File: src/rtl/pipelined_add_sub_pkg.sv
// Shared opcodes and parameter sanity check for the pipelined add/sub unit.
`ifndef PIPELINED_ADD_SUB_CHECK
`define PIPELINED_ADD_SUB_CHECK
`define PAS_CHECK_PARAMS(w, s) \
  if (((s) < 1) || (((w) % (s)) != 0)) begin : g_bad_params \
    $error("pipelined_add_sub: WIDTH must be a positive multiple of SEG"); \
  end
`endif

package pipelined_add_sub_pkg;
  localparam logic ADD = 1'b0;
  localparam logic SUB = 1'b1;
endpackage

File: src/rtl/full_adder.sv
// One-bit full adder cell, the building block of the ripple segments.
module full_adder (
  input  logic a,
  input  logic b,
  input  logic cin,
  output logic s,
  output logic cout
);
  assign s    = a ^ b ^ cin;
  assign cout = (a & b) | (cin & (a ^ b));
endmodule

File: src/rtl/pipelined_add_sub_add_segment.sv
// Combinational SEG-bit ripple chain; also exposes the carry into its MSB.
module add_segment #(
  parameter int SEG = 8
) (
  input  logic [SEG-1:0] a,
  input  logic [SEG-1:0] b,
  input  logic           cin,
  output logic [SEG-1:0] sum,
  output logic           cout,
  output logic           carry_msb
);
  logic [SEG:0] c;

  assign c[0] = cin;

  for (genvar i = 0; i < SEG; i++) begin : g_bit
    full_adder u_fa (
      .a    (a[i]),
      .b    (b[i]),
      .cin  (c[i]),
      .s    (sum[i]),
      .cout (c[i+1])
    );
  end

  assign cout      = c[SEG];
  assign carry_msb = c[SEG-1];
endmodule

File: src/rtl/pipelined_add_sub.sv
// Pipelined add/subtract: one SEG-bit segment resolved per stage, carry
// registered between stages, whole-pipeline valid/ready enable.
module pipelined_add_sub
  import pipelined_add_sub_pkg::*;
#(
  parameter int WIDTH = 32,
  parameter int SEG   = 8
) (
  input  logic             clk,
  input  logic             rst_n,
  input  logic             in_valid,
  output logic             in_ready,
  input  logic [WIDTH-1:0] a,
  input  logic [WIDTH-1:0] b,
  input  logic             cin,
  input  logic             sub,
  output logic             out_valid,
  input  logic             out_ready,
  output logic [WIDTH-1:0] sum,
  output logic             cout,
  output logic             ovf
);
  localparam int STAGES = WIDTH / SEG;

  `PAS_CHECK_PARAMS(WIDTH, SEG)

  logic                          advance;
  logic [WIDTH-1:0]              b_eff;
  logic                          c0;

  logic [STAGES-1:0]             v_q, c_q;
  logic [STAGES-1:0][WIDTH-1:0]  a_q, b_q, s_q;
  logic                          cmsb_q;

  logic [STAGES-1:0]             stg_v, stg_c;
  logic [STAGES-1:0][WIDTH-1:0]  stg_a, stg_b, stg_s, nxt_s;
  logic [STAGES-1:0][SEG-1:0]    seg_sum;
  logic [STAGES-1:0]             seg_cout, seg_cmsb;

  assign advance  = !out_valid || out_ready;
  assign in_ready = advance;

  assign b_eff = (sub == SUB) ? ~b : b;
  assign c0    = (sub == SUB) ? ~cin : cin;

  // Stage k sees the raw conditioned operands (k=0) or the previous stage's registers.
  always_comb begin
    stg_v[0] = in_valid;
    stg_c[0] = c0;
    stg_a[0] = a;
    stg_b[0] = b_eff;
    stg_s[0] = '0;
    for (int k = 1; k < STAGES; k++) begin
      stg_v[k] = v_q[k-1];
      stg_c[k] = c_q[k-1];
      stg_a[k] = a_q[k-1];
      stg_b[k] = b_q[k-1];
      stg_s[k] = s_q[k-1];
    end
    for (int k = 0; k < STAGES; k++) begin
      nxt_s[k] = stg_s[k];
      nxt_s[k][k*SEG +: SEG] = seg_sum[k];
    end
  end

  for (genvar k = 0; k < STAGES; k++) begin : g_stage
    add_segment #(.SEG(SEG)) u_seg (
      .a         (stg_a[k][k*SEG +: SEG]),
      .b         (stg_b[k][k*SEG +: SEG]),
      .cin       (stg_c[k]),
      .sum       (seg_sum[k]),
      .cout      (seg_cout[k]),
      .carry_msb (seg_cmsb[k])
    );
  end

  // Data only loads behind a valid beat, so bubbles leave the outputs untouched.
  always_ff @(posedge clk or negedge rst_n) begin
    if (!rst_n) begin
      v_q    <= '0;
      c_q    <= '0;
      a_q    <= '0;
      b_q    <= '0;
      s_q    <= '0;
      cmsb_q <= 1'b0;
    end else if (advance) begin
      v_q <= stg_v;
      for (int k = 0; k < STAGES; k++) begin
        if (stg_v[k]) begin
          a_q[k] <= stg_a[k];
          b_q[k] <= stg_b[k];
          c_q[k] <= seg_cout[k];
          s_q[k] <= nxt_s[k];
        end
      end
      if (stg_v[STAGES-1]) begin
        cmsb_q <= seg_cmsb[STAGES-1];
      end
    end
  end

  assign out_valid = v_q[STAGES-1];
  assign sum       = s_q[STAGES-1];
  assign cout      = c_q[STAGES-1];
  assign ovf       = cmsb_q ^ c_q[STAGES-1];
endmodule

File: config.mk
export PLATFORM = sky130hd
export DESIGN_NAME = pipelined_add_sub
export DESIGN_NICKNAME = d
export VERILOG_FILES = /design/src/rtl/pipelined_add_sub_pkg.sv /design/src/rtl/full_adder.sv /design/src/rtl/pipelined_add_sub_add_segment.sv /design/src/rtl/pipelined_add_sub.sv
export SDC_FILE = /design/constraint.sdc
export NUM_CORES = 1
export LEC_CHECK = 0
export ABC_AREA = 1
export ABC_CLOCK_PERIOD_IN_PS = 3800
export CAP_MARGIN = 20
export CORE_UTILIZATION = 52
export CTS_BUF_LIST = sky130_fd_sc_hd__clkbuf_4 sky130_fd_sc_hd__clkbuf_8
export DETAILED_ROUTE_END_ITERATION = 7
export GPL_TIMING_DRIVEN = 0
export PLACE_DENSITY = 0.89
export RECOVER_POWER = 50
export REMOVE_ABC_BUFFERS = 1
export SYNTH_ARGS = -nofsm -noshare
export SYNTH_HDL_FRONTEND = slang
export SYNTH_HIERARCHICAL = 1
export SYNTH_SLANG_ARGS = --single-unit
File: constraint.sdc
create_clock -name clk -period 3.8 [get_ports clk]
set_input_delay 1.14 -clock clk [delete_from_list [all_inputs] [get_ports clk]]
set_output_delay 1.14 -clock clk [all_outputs]
set_load 0.02 [all_outputs]
After elaboration in Yosys (flattened, before gate mapping)

Index checks and enable logic that the tools add are counted.

Register bits after elaboration: 281
Latch bits: 0
Bits in writable memories: 0
ROM bits: 0
Memories: 0

Add/subtract/negate cells: 0
$mul: 0
Divide/modulo/power cells: 0
$lt $le $gt $ge: 0
Equal/unequal tests: 0
Shift-type cells: 0
Muxes and demuxes: 2
Bitwise logic cells: 163
Reductions and logical operators: 6

Operators with widths:

| operator            | count |
|---|---|
| 1-bit bitwise XOR   | 65 |
| 1-bit bitwise AND   | 64 |
| 32-bit 2-to-1 mux   | 1 |
| 32-bit NOT          | 1 |
| 1-bit bitwise OR    | 32 |
| 2-bit AND reduction | 4 |
| 1-bit zero test     | 1 |
| 1-bit logical OR    | 1 |
| 1-bit 2-to-1 mux    | 1 |
| 1-bit NOT           | 1 |

Longest topological paths before layout

Depth in word-level cells: 19
Mapped depth: 13

Hierarchy

The synthesis kept the hierarchy.

Modules (own cells, without submodules):

| module            | times used | cells each | area an instance (sq um) | seq. area each (sq um) |
|---|---|---|---|---|
| pipelined_add_sub | 1          | 913        | 7696.1                   | 4629.4 |
| full_adder        | 32         | 1          | 20.0                     | 0.0 |

Least setup slack after synthesis

No wires, ideal clock.

Kind: input-to-reg
Start point: input port sub
End point: register s_q (netlist bit nxt_s[39])
Arrival: 4943 ps
Required time: 3735 ps
Setup slack: -1208 ps
Cell stages on the path: 13
Cell sequence: buf_2 buf_2 xor2_1 fa_1 fa_1 fa_1 fa_1 fa_1 fa_1 fa_1 fa_1 nand3_1 nand2_1

RTL lines:

| item                           | RTL line                | source |
|---|---|---|
| start: declaration             | pipelined_add_sub.sv:16 | `input logic sub,` |
| end signal: indexed assignment | pipelined_add_sub.sv:93 | `s_q[k] <= nxt_s[k];` |
| end: declaration               | pipelined_add_sub.sv:32 | `logic [STAGES-1:0][WIDTH-1:0] a_q, b_q, s_q;` |

==> run metrics <==
status=finished with violations; failing checks=max-capacitance violations, max-slew violations, negative setup slack; NumNets Final=roughly 1100; share of cells above drive strength 1=8.07%; final instance area=0.0100 sq mm; pin count of the biggest net entering global routing=roughly 110; register bit count reported by yosys=185; Final Hold Slack=0.465 ns; register area=0.00463 sq mm; Setup WS post-layout=-0.418 ns; HP Start=sum[27]$_DFFE_PN0P_; Worst setup SP type=input pin; critical path class=input pin to register; H-tree depth=4; post-layout util=65.1%; Mapped Cells=between 900 and 1000; via count=between 6000 and 7000; IO Pins=~110; Critical R2R Launch=a_q[48]$_DFFE_PN0P_; vias in the first global route=6243; IO Port Bufs=105; placed inst area=0.00952 sq mm; # setup viols final=3; Slew @ Worst Pin=1.83 ns; slew margin rel.=-22.1%; DIE WIDTH=129 microns; gpl congestion=0.744; Yosys cell types=13; crit share post-route=111%; all-layer global routing usage=24.4%; Core Box Area=0.0154 sq mm; Peak supply drop=0.294 mV; cts bufs inserted=17; first drt pass iteration count=4; PwrDens=724 mW/mm^2; Yosys Warn Count=6; WP data required=4.21 ns; initial antenna violation count=0; Rows=45; full die area=between 0.015 and 0.02 sq mm; Final Hold Viols=0; first-pass GRT wire length=30500 microns; start point of the critical path=sub; FILL cells=1233; Synth area leaders=dfrtp_1 (56%), nand2_1 (21%), nand3_1 (9.5%); mapped cell area=0.00834 sq mm; global route total overflow=0; Hold Crit Class=register to register; Clock Tree Root=clkbuf_8; DRT Wirelength=around 18000 microns; CTS clock-pin slew for the worst setup and hold paths=0.08 ns; largest area contributor in the netlist=dfrtp_1; Initial Utilization=54.0%; Leak Pwr=5.31 nW; drc violations=0; Worst Setup End Kind=register; Power, Total=7.27 mW; Antenna Nets Post-Route=0; Area growth syn-to-layout=20.5%; crit path DAT=4.63 ns; Worst Path Max Fanout=3; clk sinks=roughly 190; area occupied by multi-input gates=roughly 0.0034 sq mm; detailed-route wire length per cell=14.7 microns; latest clock arrival within the worst-skew pair=around 0.47 ns; Achievable Freq=0.237 GHz; die height=between 100 and 150 microns; MaxCap Viol Count=1; RSZ-0062 raised after global routing=yes; Yosys top cell area share=a little under three fifths; register area share after synthesis=55.5%; Iteration-0 DRC Markers=414; Setup Skew=0.0138 ns; minimum clock period=4.22 ns; Post-DP HPWL=11000 microns; CTS tree=done; via/cell ratio=just over 5; Syn Area/Cell=8.82 sq um; final max-slew violation count=77; Max clock buf depth=2; diodes inserted=0
## placed cells by master, fill, tap and decap left out, drive strengths merged
| master | instances |
|---|---|
| clkinvlp | 1 |
| dlymetal6s2s | 1 |
| bufinv | 2 |
| fa | 32 |
| buf | 14 |
| bufbuf | 1 |
| dfrtp | 185 |
| dlygate4sd3 | 15 |
| clkdlybuf4s50 | 83 |
| inv | 27 |
| nand2 | 468 |
| a21oi | 1 |
| nand3 | 159 |
| clkbuf | 25 |
| o21ai | 1 |
| dlygate4sd2 | 1 |
| xor2 | 10 |
| clkinv | 2 |
## cells in the mapped netlist
| cell type | n |
|---|---|
| nand2_1 | 464 |
| dfrtp_1 | 185 |
| nand3_1 | 159 |
| fa_1 | 32 |
| inv_1 | 28 |
| buf_2 | 26 |
| clkbuf_1 | 18 |
| buf_4 | 11 |
| xor2_1 | 10 |
| buf_1 | 8 |
| nand2_2 | 2 |
| a21oi_2 | 1 |
| o21ai_0 | 1 |
## critical path, stage by stage
cell and delay, ns:
buf_16 0.11, xor2_2 0.18, fa_2 0.39, fa_2 0.36, fa_2 0.36, fa_2 0.35, fa_2 0.34, fa_2 0.34
fa_2 0.35, fa_2 0.53, nand3_2 0.07, nand2_1 0.09
## final timing paths
path	endpoint	slack, ns	cells past startpoint
max in group asynchronous	b_q[63]$_DFFE_PN0P_	0.47	2
setup / recovery	nxt_s[39]$_DFFE_PN0P_	-0.42	12
hold / removal	sum[27]$_DFFE_PN0P_	0.46	2
hold reg to reg	sum[27]$_DFFE_PN0P_	0.46	2
setup reg to reg	nxt_s[119]$_DFFE_PN0P_	0.09	10
min in group asynchronous	a_q[26]$_DFFE_PN0P_	1.14	1
## area by class of cell
type / count / area share (%)
clock buffer: 24 / 2.98
clock inverter: 4 / 0.697
inverter: 28 / 1.08
multi-input combinational: 671 / 34.1
sequential: 185 / 46.1
tap: 211 / 2.63
timing repair buffer: 116 / 12.4
## layer usage
metal | part of all wire [%] | track usage [%]
met1 | 42 | 30.2
met5 | 0 | 0
met3 | 3.6 | 4.45
met2 | 52 | 41.6
met4 | 2.8 | 11.7
## where the power goes
group	internal [mW]	total, mW	switching (mW)	leakage [nW]
clock network	0.640	1.28	0.639	0.196
logic	1.11	2.61	1.50	2.78
registers	2.75	3.38	0.630	2.34
## registers in the layout, summed over array words and instances, names as in the netlist
name	count
nxt_s	48
c_q	4
v_q	4
cmsb_q	1
a_q	48
sum	32
b_q	48
## repair_timing
action,CTS,global route
hold buffers,0,0
buffers inserted,3,0
resized for setup,36,10
setup endpoints to repair,12,10
pin swaps,5,2
cloned,3,0
## through the flow
step	std cells	TNS (ns)	worst slack, ns
6_report	1239	-0.722	-0.418
5_1_grt	1239	-8.66	-0.509
3_5_place_dp	1205	-7.48	-1.72
4_1_cts	1239	-0.608	-0.378
2_1_floorplan	882	-360.78	-2.33
3_3_place_gp	1198	-1902.29	-5.64
## cell families (layout without fill, tap and decap cells)
kind of cell,Yosys count,in the layout,synth area share [%]
AO/OA/AOI/OAI,2,2,0.165
XOR/XNOR,10,10,1.05
adder cells (fa/ha/maj),32,32,7.68
buffers and inverters,91,172,4.98
flip-flops,185,185,55.5
AND/OR/NAND/NOR,625,627,30.6
Power figures use the tool's default switching activity.
